### src/rtl/mem_unit.sv
// Memory stage behind execute: runs one handshaked data-memory access at a time,
// stalls upstream while it is outstanding, and emits a one-cycle writeback or return-address packet.
module mem_unit #(
    parameter int MEM_TIMEOUT = 15
) (
    input  logic        clk,
    input  logic        rst_n,
    input  logic        valid_in,
    input  logic        flush,
    input  logic        mem_to_reg_in,
    input  logic        reg_to_mem_in,
    input  logic        ret_future_in,
    input  logic [3:0]  reg_rd_in,
    input  logic [15:0] alu_result,
    input  logic [15:0] sw_data,
    input  logic [15:0] mem_rdata,
    input  logic        mem_ready,
    output logic        mem_req,
    output logic        mem_we,
    output logic [15:0] mem_addr,
    output logic [15:0] mem_wdata,
    output logic        stall,
    output logic        wb_valid,
    output logic        wb_we,
    output logic [15:0] wb_data,
    output logic [3:0]  reg_rd_out,
    output logic        ret_wb,
    output logic [15:0] PC_stack_pointer,
    output logic        mem_err
);

    typedef enum logic [1:0] {
        IDLE    = 2'd0,
        RD_WAIT = 2'd1,
        WR_WAIT = 2'd2
    } state_t;

    // The abort fires on the wait cycle that would bring the counter up to MEM_TIMEOUT.
    localparam logic [7:0] CNT_LAST = 8'(MEM_TIMEOUT - 1);

    state_t      state_r, state_s;
    logic [7:0]  cnt_r, cnt_s;
    logic        ret_future_r, ret_future_s;
    logic [3:0]  pend_rd_r, pend_rd_s;
    logic [15:0] mem_addr_r, mem_addr_s;
    logic [15:0] mem_wdata_r, mem_wdata_s;
    logic        mem_req_r, mem_req_s;
    logic        mem_we_r, mem_we_s;
    logic        stall_r, stall_s;
    logic        wb_valid_r, wb_valid_s;
    logic        wb_we_r, wb_we_s;
    logic [15:0] wb_data_r, wb_data_s;
    logic [3:0]  reg_rd_r, reg_rd_s;
    logic        ret_wb_r, ret_wb_s;
    logic [15:0] pc_sp_r, pc_sp_s;
    logic        mem_err_r, mem_err_s;

    // Next-state, access bookkeeping and next output packet.
    always_comb begin
        state_s      = state_r;
        cnt_s        = cnt_r;
        ret_future_s = ret_future_r;
        pend_rd_s    = pend_rd_r;
        mem_addr_s   = mem_addr_r;
        mem_wdata_s  = mem_wdata_r;
        wb_valid_s   = 1'b0;
        wb_we_s      = 1'b0;
        wb_data_s    = wb_data_r;
        reg_rd_s     = reg_rd_r;
        ret_wb_s     = 1'b0;
        pc_sp_s      = pc_sp_r;
        mem_err_s    = 1'b0;

        case (state_r)
            IDLE: begin
                if (valid_in && !flush) begin
                    if (mem_to_reg_in) begin
                        mem_addr_s   = alu_result;
                        pend_rd_s    = reg_rd_in;
                        ret_future_s = ret_future_in;
                        cnt_s        = 8'd0;
                        state_s      = RD_WAIT;
                    end else if (reg_to_mem_in) begin
                        mem_addr_s  = alu_result;
                        mem_wdata_s = sw_data;
                        cnt_s       = 8'd0;
                        state_s     = WR_WAIT;
                    end else begin
                        wb_valid_s = 1'b1;
                        wb_we_s    = 1'b1;
                        wb_data_s  = alu_result;
                        reg_rd_s   = reg_rd_in;
                    end
                end else begin
                    state_s = IDLE;
                end
            end
            RD_WAIT: begin
                if (mem_ready) begin
                    state_s    = IDLE;
                    wb_valid_s = 1'b1;
                    if (ret_future_r) begin
                        ret_wb_s = 1'b1;
                        pc_sp_s  = mem_rdata;
                    end else begin
                        wb_we_s   = 1'b1;
                        wb_data_s = mem_rdata;
                        reg_rd_s  = pend_rd_r;
                    end
                end else if (cnt_r == CNT_LAST) begin
                    state_s    = IDLE;
                    wb_valid_s = 1'b1;
                    mem_err_s  = 1'b1;
                end else begin
                    cnt_s = cnt_r + 8'd1;
                end
            end
            WR_WAIT: begin
                if (mem_ready) begin
                    state_s    = IDLE;
                    wb_valid_s = 1'b1;
                end else if (cnt_r == CNT_LAST) begin
                    state_s    = IDLE;
                    wb_valid_s = 1'b1;
                    mem_err_s  = 1'b1;
                end else begin
                    cnt_s = cnt_r + 8'd1;
                end
            end
            default: begin
                state_s = IDLE;
            end
        endcase

        // Handshake outputs are registered copies of the state decode, so nothing combinational reaches upstream.
        mem_req_s = (state_s != IDLE);
        mem_we_s  = (state_s == WR_WAIT);
        stall_s   = (state_s != IDLE);
    end

    // State and output registers.
    always_ff @(posedge clk or negedge rst_n) begin
        if (!rst_n) begin
            state_r      <= IDLE;
            cnt_r        <= 8'd0;
            ret_future_r <= 1'b0;
            pend_rd_r    <= 4'd0;
            mem_addr_r   <= 16'd0;
            mem_wdata_r  <= 16'd0;
            mem_req_r    <= 1'b0;
            mem_we_r     <= 1'b0;
            stall_r      <= 1'b0;
            wb_valid_r   <= 1'b0;
            wb_we_r      <= 1'b0;
            wb_data_r    <= 16'd0;
            reg_rd_r     <= 4'd0;
            ret_wb_r     <= 1'b0;
            pc_sp_r      <= 16'd0;
            mem_err_r    <= 1'b0;
        end else begin
            state_r      <= state_s;
            cnt_r        <= cnt_s;
            ret_future_r <= ret_future_s;
            pend_rd_r    <= pend_rd_s;
            mem_addr_r   <= mem_addr_s;
            mem_wdata_r  <= mem_wdata_s;
            mem_req_r    <= mem_req_s;
            mem_we_r     <= mem_we_s;
            stall_r      <= stall_s;
            wb_valid_r   <= wb_valid_s;
            wb_we_r      <= wb_we_s;
            wb_data_r    <= wb_data_s;
            reg_rd_r     <= reg_rd_s;
            ret_wb_r     <= ret_wb_s;
            pc_sp_r      <= pc_sp_s;
            mem_err_r    <= mem_err_s;
        end
    end

    assign mem_req          = mem_req_r;
    assign mem_we           = mem_we_r;
    assign mem_addr         = mem_addr_r;
    assign mem_wdata        = mem_wdata_r;
    assign stall            = stall_r;
    assign wb_valid         = wb_valid_r;
    assign wb_we            = wb_we_r;
    assign wb_data          = wb_data_r;
    assign reg_rd_out       = reg_rd_r;
    assign ret_wb           = ret_wb_r;
    assign PC_stack_pointer = pc_sp_r;
    assign mem_err          = mem_err_r;

endmodule

### config.mk
export PLATFORM = sky130hd
export DESIGN_NAME = mem_unit
export DESIGN_NICKNAME = d
export VERILOG_FILES = /design/src/rtl/mem_unit.sv
export SDC_FILE = /design/constraint.sdc
export NUM_CORES = 1
export LEC_CHECK = 0
export ABC_AREA = 0
export BUFFER_PORTS_ARGS = -buffer_cell sky130_fd_sc_hd__buf_2
export CAP_MARGIN = 20
export CORE_UTILIZATION = 35
export CTS_CLUSTER_DIAMETER = 30
export DETAILED_ROUTE_END_ITERATION = 8
export PLACE_DENSITY = 0.57
export RECOVER_POWER = 100
export REMOVE_ABC_BUFFERS = 1
export SLEW_MARGIN = 20
export SYNTH_ARGS = -nofsm -noshare
export SYNTH_HDL_FRONTEND = slang
export SYNTH_SLANG_ARGS = --single-unit
### constraint.sdc
create_clock -name clk -period 2.4 [get_ports clk]
set_input_delay 0.12 -clock clk [delete_from_list [all_inputs] [get_ports clk]]
set_output_delay 0.12 -clock clk [all_outputs]
set_load 0.005 [all_outputs]
-- Yosys cells after proc, flatten, opt, wreduce, memory -nomap -nowiden
Index checks and enable logic that the tools add are counted.
- $add $sub $neg: 1
- equal/unequal tests: 12
- muxes and demuxes: 40
- bitwise operators: 1
- reductions and logical operators: 14
- operator list (kind ; count):
    $mux W16 ; 7
    $mux W8 ; 5
    $pmux W16 S2 ; 1
    $mux W4 ; 5
    $pmux W8 S2 ; 1
    $ne A2 B2 Y1 const B ; 7
    $mux W1 ; 12
    $mux W2 ; 5
    $reduce_and A3 Y1 ; 3
    $add A8 B1 Y8 const B ; 1
    $eq A8 B4 Y1 const B ; 1
    $pmux W4 S2 ; 1
    $reduce_bool A2 Y1 ; 4
    $reduce_and A6 Y1 ; 1
    $reduce_and A5 Y1 ; 1
    $eq A2 B2 Y1 const B ; 2
    $pmux W1 S2 ; 2
    $pmux W2 S2 ; 1
    $reduce_and A4 Y1 ; 1
    $ne A3 B3 Y1 const B ; 1
    $eq A2 B1 Y1 const B ; 1
    $logic_not A2 Y1 ; 1
    $reduce_or A2 Y1 ; 1
    $logic_and A1 B1 Y1 ; 1
    2 further kinds ; 2
- register bits: 89
- input port bits: 60

-- Longest topological paths before layout
Gate-level depths: netlist of run 1.
- depth after elaboration: 5
- mapped depth: 8

-- Worst setup path after synthesis of run 1
OpenSTA, ideal clock, no wires.
- path kind: flip-flop to flip-flop
- from: register state_r[0]
- to: register mem_addr_r[10], in the netlist mem_addr[10]
- arrival: 1665 ps
- path slack: 610 ps
- stages on the path, launching flop included: 7
- buffers on the path: 1
- path through: dfrtp_1 > inv_1 > ha_1 > nand3b_1 > nor2_2 > buf_4 > mux2_2
- cells in the longest elaborated chain, start to end: 2
- ends and longest elaborated chain (element ; line ; text):
    start, declared ; 41 ; state_t state_r, state_s;
    start signal, assigned ; 161 ; state_r <= state_s;
    $logic_not A2 Y1 ; 74 ; case (state_r)
    $reduce_and A3 Y1 (no source line) ; -- ;
    end signal, assigned ; 165 ; mem_addr_r <= mem_addr_s;
    end, declared ; 45 ; logic [15:0] mem_addr_r, mem_addr_s;
Every way passes these cells.
A chain may end at the register's enable or synchronous reset.

-- Final worst setup path of run 1
- from: register state_r[0]
- to: register mem_addr_r[5], in the netlist mem_addr[5]
Same word-level chain as after synthesis.

==> results of run 1 <==
## cell families (layout without fill, tap and decap cells)
| group | Yosys count | in the layout |
|---|---|---|
| buf+inv | 20 | 205 |
| simple gates | 65 | 65 |
| fa+ha+maj | 5 | 5 |
| flops | 89 | 89 |
| compound gates | 43 | 43 |
| mux | 74 | 74 |
## power by group through the flow
| stage | clock network (mW) | logic, mW | registers [mW] |
|---|---|---|---|
| global placement | 0 | 1.05 | 2.07 |
| global route | 1.19 | 1.18 | 2.10 |
| CTS | 1.15 | 1.12 | 2.06 |
| floorplan | 0 | 0.471 | 2.11 |
| finish | 1.09 | 1.04 | 2.06 |
| detailed placement | 0 | 1.06 | 2.08 |
## registers in the layout (all words and copies together) (netlist names)
register	count
PC_stack_pointer	16
mem_addr	16
mem_wdata	16
wb_data	16
cnt_r	8
pend_rd_r	4
reg_rd_out	4
state_r	2
mem_err	1
mem_we	1
ret_future_r	1
ret_wb	1
stall	1
wb_valid	1
wb_we	1
## stage by stage
step                      setup TNS, ns  util [%]  cells  instance area, µm²
final                                 0     48.70    621                5279
after global placement                0     43.63    564                4730
after global routing                  0     48.70    621                5279
after floorplan                  -6.989         -    282                3796
after detailed placement              0     43.63    564                4730
after CTS                             0     49.35    621                5350
## synthesized netlist by cell type, drive strengths merged (2+ instances only)
master	count
mux2	53
a22oi	2
nor4b	2
and4b	2
and3	2
nor2b	2
o21ai	4
clkbuf	3
buf	11
nand3b	2
nor3	2
a41oi	2
a31oi	10
inv	6
nand3	5
ha	5
dfrtp	89
nor2	26
a21oi	22
nand2b	4
nand2	11
mux2i	21
## worst max-delay path, delay by kind of cell, from the launching register on
kind	cells	cell delay (ns)
and+or+nand+nor	2	0.31
muxes	1	0.40
DFF	1	0.43
adders and majority gates	1	0.28
buffers and inverters	2	0.53
## worst paths after layout
| path | end | from | cells after the start | slack [ns] |
|---|---|---|---|---|
| max | mem_addr[5] | state_r[0] | 6 | 0.33 |
| min | mem_addr[5] | alu_result[5] | 2 | 0.02 |
| max reg2reg | mem_addr[5] | state_r[0] | 6 | 0.33 |
| min reg2reg | mem_wdata[11] | mem_wdata[11] | 1 | 0.51 |
| max in group asynchronous | mem_addr[0] | rst_n | 3 | 0.61 |
| min in group asynchronous | mem_addr[11] | rst_n | 2 | 0.49 |
## routing by layer
metal / wire length (µm) / global-route usage, % / vias to the layer above
met4: 155 / 7.436 / 0
met5: 0 / 0 / -
met1: 4098 / 21.11 / 1414
met3: 656 / 4.722 / 16
met2: 4080 / 26.36 / 105
li1: - / - / 1412
## area by class of cell
type | instances | share of cell area [%]
tap | 140 | 3.318
clock buffer | 10 | 2.418
multi-input combinational | 187 | 29.30
inverter | 6 | 0.4266
clock inverter | 6 | 1.564
timing repair buffer | 183 | 20.79
sequential | 89 | 42.19
==> impl_metrics.json, run 1 <==
{
  "wl_per_cell_um": 14.48,
  "clockRootBuffer": "clkbuf_8",
  "grt_pass1_wl_mm": 14.75,
  "synth_seq_area_share_pct": 57.35,
  "ctsHtreeMaxLevel": 3,
  "worst_slew_pin_slew_ns": 1.082,
  "via_per_inst": 4.746,
  "synthCells": 296,
  "synth_top_area_cell": "dfrtp_1",
  "slowest_stage": "clkbuf_2",
  "core_area_mm2": 0.01084,
  "p_per_area_mw_per_mm2": 794.6,
  "cts.clk_slew.worst_paths_ns": 0.08,
  "track_usage_pct": 16.63,
  "status": "finished, final reports clean",
  "yosys_warnings": 0,
  "synth_compound_area_share_pct": 8.795,
  "multi_input_area_mm2": 0.001546,
  "synth_edf_count": 0,
  "hold_buffers": 41,
  "grt.overflow.total": 0,
  "routed_wirelength_mm": 8.990,
  "worst-path-max-fanout": 16,
  "synth_simple_gate_area_share_pct": 8.634,
  "worst_setup_path_end_kind": "register",
  "drive_gt1_share_pct": 41.37,
  "ys_top_cells_by_area": "dfrtp_1 (57%), mux2_2 (15%), mux2i_1 (5.4%)",
  "hold_violations": 0,
  "grt_max_degree": 46,
  "syn_area_mm2": 0.003884,
  "layout_min_cycle_time_ns": 2.067,
  "rows": 38,
  "boundaryPins": 135,
  "netlist.area_leader.share_pct": 57.35,
  "cap_violations": 0,
  "num-fill-cells": 1016,
  "grt_pass1_vias": 3018,
  "num_antenna_cells": 0,
  "synthArstFlopShare_pct": 100.0,
  "cp.required_ns": 2.64,
  "p_switching_mw": 1.172,
  "place_ws_ns": 0.4517,
  "synthXorXnorAreaFrac_pct": 0,
  "dp_hpwl_mm": 6.311,
  "detailedRoute.firstPassIterationCount": 6,
  "clkLatencyLatePin_ns": 0.35,
  "rsz0062_at_grt": "no",
  "initial_core_util_pct": 35.83,
  "finalPower_mw": 4.194,
  "p_clk_share_pct": 26.1,
  "hp-class": "primary input to register",
  "die_w_um": 107.3,
  "postSynthAreaPerCell_um2": 13.12,
  "start_kind": "register",
  "whs_ns": 0.02198,
  "critPathKind": "register to register",
  "synth_fa_ha_area_share_pct": 1.611,
  "finalMaxSlewViolations": 0,
  "die_area_mm2": 0.01152,
  "arrival_ns": 2.31,
  "gp_congestion": 0.8226,
  "via_count": 2947,
  "ys_ff_latch": 89,
  "synth_top_family_by_area": "multiplexers",
  "slew_headroom_pct": 27.87,
  "final_cell_mix": "buf_2 (96), dfrtp_1 (89), mux2_2 (53)",
  "yosys_most_used_dff": "dfrtp_1",
  "p_seq_share_pct": 49.0,
  "cts_made_buffers": 9,
  "postCtsSetupBuffers": 0,
  "post_cts_resized": 0,
  "setup_slack_ns": 0.3333,
  "internal-power_mw": 3.022,
  "worstPathCellList": "inv_1 > ha_1 > nand3b_1 > nor2_2 > clkbuf_2 > mux2_2",
  "drc": 0,
  "synth_mux_area_share_pct": 20.78,
  "power_frac_comb_pct": 24.9,
  "clock.fmax_ghz": 0.4839,
  "ant_nets": 0,
  "cts_tree": "done",
  "skew_ns": 0.009403,
  "nNetsFinal": 541,
  "die_y_um": 107.3,
  "peakVddDrop_mv": 0.4341,
  "switching_share_pct": 27.94,
  "port_buffers": 134,
  "p_leak_nw": 2.388,
  "setup_viol": 0,
  "min_period_over_period_pct": 86.11,
  "critPathMaxStageDelay_ns": 0.44,
  "antenna_found_initial": 0,
  "cts.sinks": 89,
  "clockBufferDepth": 2,
  "netlist-cell-type-count": 39,
  "drt_iter0_markers": 81,
  "areaGrowthSynthToFinish_pct": 35.92,
  "final_common_cell": "buf_2",
  "seq_area_mm2": 0.002227
}
No activity file was read; power rests on OpenSTA's default activity.
==> inputs of run 2 (changes only) <==
--- a/config.mk
+++ b/config.mk
@@ -11,6 +11,7 @@
 export CORE_UTILIZATION = 35
 export CTS_CLUSTER_DIAMETER = 30
 export DETAILED_ROUTE_END_ITERATION = 8
+export MAX_ROUTING_LAYER = met4
 export PLACE_DENSITY = 0.57
 export RECOVER_POWER = 100
 export REMOVE_ABC_BUFFERS = 1
==> impl_metrics.json, run 2 (synthesis gave the netlist of run 1 again) <==
{
  "cts.clk_slew.worst_paths_ns": 0.08,
  "hold_violations": 0,
  "reg2reg_to": "mem_addr[5]",
  "seq_area_mm2": 0.002227,
  "antenna_found_initial": 0,
  "final_util_pct": 48.70,
  "setup_viol": 0,
  "layout_min_cycle_time_ns": 2.064,
  "cts.sinks": 89,
  "finalMaxSlewViolations": 0,
  "p_switching_mw": 1.175,
  "die_area_mm2": 0.01152,
  "cap_violations": 0,
  "grt_pass1_wl_mm": 14.77,
  "p_clk_share_pct": 26.1,
  "cts_made_buffers": 9,
  "crit_path_start": "state_r[0]",
  "detailedRoute.firstPassIterationCount": 5,
  "critPathKind": "register to register",
  "wl_per_cell_um": 14.52,
  "clockBufferDepth": 2,
  "min_to": "mem_addr[5]",
  "clock.fmax_ghz": 0.4846,
  "status": "finished, final reports clean",
  "num-fill-cells": 1016,
  "cts_tree": "done",
  "arrival_ns": 2.30,
  "clockRootBuffer": "clkbuf_8",
  "peakVddDrop_mv": 0.4348,
  "hp-class": "primary input to register",
  "path_buf_inv": 2,
  "critPathMaxStageDelay_ns": 0.44,
  "nNetsFinal": 541,
  "final_common_cell": "buf_2",
  "clkLatencyLatePin_ns": 0.36,
  "worst_slew_pin_slew_ns": 1.085,
  "dp_hpwl_mm": 6.311,
  "drive_gt1_share_pct": 41.37,
  "dpl_cell_area_mm2": 0.004730,
  "switching_share_pct": 28.00,
  "ctsHtreeMaxLevel": 3,
  "holdPathStages": 2,
  "via_count": 2959,
  "grt_pass1_vias": 3018,
  "rsz0062_at_grt": "no",
  "p_leak_nw": 2.388,
  "gp_congestion": 0.8350,
  "num_antenna_cells": 0,
  "die_w_um": 107.3,
  "final_cell_mix": "buf_2 (96), dfrtp_1 (89), mux2_2 (53)",
  "postLayoutCellArea_mm2": 0.005279,
  "die_y_um": 107.3,
  "ant_nets": 0,
  "worst_setup_path_end_kind": "register",
  "postCtsSetupBuffers": 0,
  "crit_family": "buffers and inverters",
  "setup_slack_ns": 0.3363,
  "start_kind": "register",
  "port_buffers": 134,
  "cp.required_ns": 2.64,
  "min_period_over_period_pct": 85.99,
  "hp-start": "alu_result[5]",
  "skew_ns": 0.01201,
  "power_frac_comb_pct": 24.9,
  "via_per_inst": 4.765,
  "place_ws_ns": 0.4517,
  "core_area_mm2": 0.01084,
  "post_cts_resized": 0,
  "r2r_start": "state_r[0]",
  "p_seq_share_pct": 49.0,
  "drc": 0,
  "slowest_stage": "clkbuf_2",
  "worst-path-max-fanout": 16,
  "slew_headroom_pct": 27.68,
  "routed_wirelength_mm": 9.015,
  "rows": 38,
  "boundaryPins": 135,
  "initial_core_util_pct": 35.83,
  "tns_ns": 0,
  "worstPathCellList": "inv_1 > ha_1 > nand3b_1 > nor2_2 > clkbuf_2 > mux2_2",
  "ff2ff_setup_slack_ns": 0.34,
  "multi_input_area_mm2": 0.001546,
  "r2r.worst_path.cells": 6,
  "internal-power_mw": 3.022,
  "finalPower_mw": 4.198,
  "grt_max_degree": 46,
  "grt.overflow.total": 0,
  "p_per_area_mw_per_mm2": 795.2,
  "track_usage_pct": 17.13,
  "drt_iter0_markers": 74,
  "areaGrowthSynthToFinish_pct": 35.92
}
-- run 2: cell counts in the layout (fill, tap and decap cells not counted) --
No cell type changed its count.
-- run 2: routing by layer --
metal | global-route usage (%) | vias to the layer above | routed length [µm]
li1 | - | 1412 | -
met1 | 21.46 | 1422 | 4145
met2 | 26.31 | 111 | 4080
met3 | 4.358 | 14 | 638
met4 | 7.436 | 0 | 150
met5 | - | - | 0
-- run 2: final cells by class --
cell class,instances,area share [%]
Timing Repair Buffer,183,20.79
Sequential cell,89,42.19
Clock inverter,6,1.564
Tap cell,140,3.318
Inverter,6,0.4266
Multi-Input combinational cell,187,29.30
Clock buffer,10,2.418
-- run 2: per-stage QoR --
step | instances | hold WS [ns]
2_1_floorplan | 282 | -0.1756
3_3_place_gp | 564 | 0.1665
3_5_place_dp | 564 | 0.1667
4_1_cts | 621 | 0.00007375
5_1_grt | 621 | 0.008850
6_report | 621 | 0.01981
-- run 2: what timing repair did --
action,in CTS,in global routing
hold endpoints to repair,84,0
hold buffers,41,0
setup endpoints to repair,0,0
-- run 2: worst max-delay path by stage --
stage,endpoint,cells after the start
2_1_floorplan,reg_rd_out[0],6
3_3_place_gp,cnt_r[1],6
3_5_place_dp,cnt_r[4],6
4_1_cts,cnt_r[6],6
5_1_grt,mem_addr[11],6
6_report,mem_addr[5],6
-- run 2: worst reg2reg max path, stage by stage (launching register included) --
cell	delay (ns)
dfrtp_1	0.43
inv_1	0.09
ha_1	0.28
nand3b_1	0.18
nor2_2	0.13
clkbuf_2	0.44
mux2_2	0.40
-- run 2: power groups by stage --
stage	sequential [mW]	combinational, mW	clock [mW]
6_report	2.06	1.04	1.10
5_1_grt	2.10	1.17	1.20
4_1_cts	2.06	1.12	1.15
3_5_place_dp	2.08	1.06	0
3_3_place_gp	2.07	1.05	0
2_1_floorplan	2.11	0.471	0
==> inputs of run 3 (changes only) <==
--- a/config.mk
+++ b/config.mk
@@ -8,11 +8,11 @@
 export ABC_AREA = 0
 export BUFFER_PORTS_ARGS = -buffer_cell sky130_fd_sc_hd__buf_2
 export CAP_MARGIN = 20
-export CORE_UTILIZATION = 35
+export CORE_UTILIZATION = 50
 export CTS_CLUSTER_DIAMETER = 30
 export DETAILED_ROUTE_END_ITERATION = 8
 export MAX_ROUTING_LAYER = met4
-export PLACE_DENSITY = 0.57
+export PLACE_DENSITY = 0.78
 export RECOVER_POWER = 100
 export REMOVE_ABC_BUFFERS = 1
 export SLEW_MARGIN = 20
==> impl_metrics.json, run 3 (synthesis gave the netlist of run 1 again) <==
{
  "status": "finished, final reports clean",
  "crit_path_start": "state_r[1]",
  "worst_slew_pin_slew_ns": 1.099,
  "worstPathCellList": "inv_1 > ha_1 > nand3b_1 > a22oi_1 > clkbuf_2 > nor2_1 > a21oi_2",
  "ant_nets": 0,
  "areaGrowthSynthToFinish_pct": 28.03,
  "die_w_um": 90.14,
  "slowest_stage": "clkbuf_2",
  "cts_made_buffers": 9,
  "start_kind": "register",
  "setup_viol": 0,
  "dp_hpwl_mm": 6.084,
  "worst-path-max-fanout": 20,
  "port_buffers": 134,
  "detailedRoute.firstPassIterationCount": 4,
  "rsz0062_at_grt": "no",
  "grt_max_degree": 47,
  "cp.required_ns": 2.67,
  "crit_family": "buffers and inverters",
  "postCtsSetupBuffers": 0,
  "endpoint": "reg_rd_out[0]",
  "num_antenna_cells": 0,
  "final_common_cell": "buf_2",
  "nNetsFinal": 518,
  "reg2reg_to": "reg_rd_out[0]",
  "worst_setup_path_end_kind": "register",
  "finalMaxSlewViolations": 0,
  "p_per_area_mw_per_mm2": 843.6,
  "num-fill-cells": 607,
  "clockRootBuffer": "clkbuf_8",
  "dp.cells": 523,
  "cts_tree": "done",
  "r2r.worst_path.cells": 7,
  "via_per_inst": 5.189,
  "drc": 0,
  "cts.sinks": 89,
  "ctsHtreeMaxLevel": 3,
  "slew_headroom_pct": 26.73,
  "antenna_found_initial": 0,
  "track_usage_pct": 23.02,
  "ff2ff_setup_slack_ns": 0.40,
  "grt_pass1_vias": 2979,
  "seq_area_mm2": 0.002227,
  "tns_ns": 0,
  "clock.fmax_ghz": 0.4996,
  "path_depth": 7,
  "boundaryPins": 135,
  "wl_per_cell_um": 15.55,
  "die_y_um": 90.14,
  "multi_input_area_mm2": 0.001533,
  "p_leak_nw": 2.269,
  "min_period_over_period_pct": 83.40,
  "critPathKind": "register to register",
  "via_count": 2890,
  "drive_gt1_share_pct": 42.36,
  "final_cell_mix": "buf_2 (94), dfrtp_1 (89), mux2_2 (53)",
  "grt.overflow.total": 0,
  "peakVddDrop_mv": 0.4753,
  "grt_pass1_wl_mm": 14.37,
  "skew_ns": 0.01199,
  "clockBufferDepth": 2,
  "hp-class": "primary input to register",
  "cap_violations": 0,
  "initial_core_util_pct": 52.70,
  "die_area_mm2": 0.008124,
  "path_buf_inv": 2,
  "layout_min_cycle_time_ns": 2.002,
  "hold_violations": 0,
  "final_cells": 557,
  "r2r_start": "state_r[1]",
  "core_area_mm2": 0.007370,
  "gp_congestion": 0.9067,
  "hold_buffers": 18,
  "critPathMaxStageDelay_ns": 0.50,
  "arrival_ns": 2.27,
  "post_cts_resized": 0,
  "routed_wirelength_mm": 8.659,
  "drt_iter0_markers": 240,
  "rows": 31,
  "cts.clk_slew.worst_paths_ns": 0.09,
  "clkLatencyLatePin_ns": 0.35
}
==> run 3: changes by cell type in the layout (fill, tap and decap cells not counted), moves of 2 or more <==
cell	delta
buf_2	-2
clkbuf_1	+3
clkinv_2	-3
clkinvlp_4	+2
dlygate4sd3_1	-23
==> run 3: worst min path at each step <==
stage / startpoint / end / slack, ns / cells past startpoint
after global placement: rst_n / stall / 0.16 / 1
after floorplan: rst_n / PC_stack_pointer[0] / -0.18 / 0
after CTS: mem_rdata[14] / PC_stack_pointer[14] / 0.0003 / 2
after global routing: reg_rd_in[0] / pend_rd_r[0] / 0.005 / 2
final: mem_rdata[14] / PC_stack_pointer[14] / 0.01 / 2
after detailed placement: rst_n / mem_we / 0.16 / 1
==> run 3: cell type report <==
cell class / count / share of cell area (%)
Clock inverter: 6 / 1.837
Multi-Input combinational cell: 187 / 30.83
Inverter: 6 / 0.4529
Tap cell: 99 / 2.491
Sequential cell: 89 / 44.79
Timing Repair Buffer: 160 / 17.04
Clock buffer: 10 / 2.567
==> run 3: per-layer routing <==
metal	part of all wire [%]	global-route usage [%]	wire length, µm	vias to the layer above
li1	-	-	-	1365
met1	43	29.68	3753	1370
met2	47	36.39	4059	141
met3	7.6	3.976	658	14
met4	2.2	9.140	187	0
met5	0	-	0	-
==> run 3: per-stage QoR <==
stage / power [mW] / area [µm²] / setup WS [ns] / hold slack [ns] / util (%)
after floorplan: 2.581 / 3796 / -0.2698 / -0.1756 / -
after global placement: 3.092 / 4666 / 0.4933 / 0.1610 / 63.31
after detailed placement: 3.150 / 4666 / 0.4225 / 0.1605 / 63.31
after CTS: 4.295 / 5065 / 0.4113 / 0.0003165 / 68.73
after global routing: 4.434 / 4972 / 0.2122 / 0.004685 / 67.47
final: 4.195 / 4972 / 0.3983 / 0.01422 / 67.47
==> run 3: report_power, final <==
part	switching [mW]	total [mW]	internal, mW
clock	0.520	1.11	0.590
sequential	0.197	2.07	1.87
combinational	0.476	1.02	0.541
==> run 3: worst reg2reg max path, delay by kind of cell (launching register included) <==
family,cells,cell delay (ns)
AO/OA/AOI/OAI,2,0.39
buffers and inverters,2,0.59
flip-flops,1,0.41
adder cells (fa/ha/maj),1,0.27
AND/OR/NAND/NOR,2,0.25
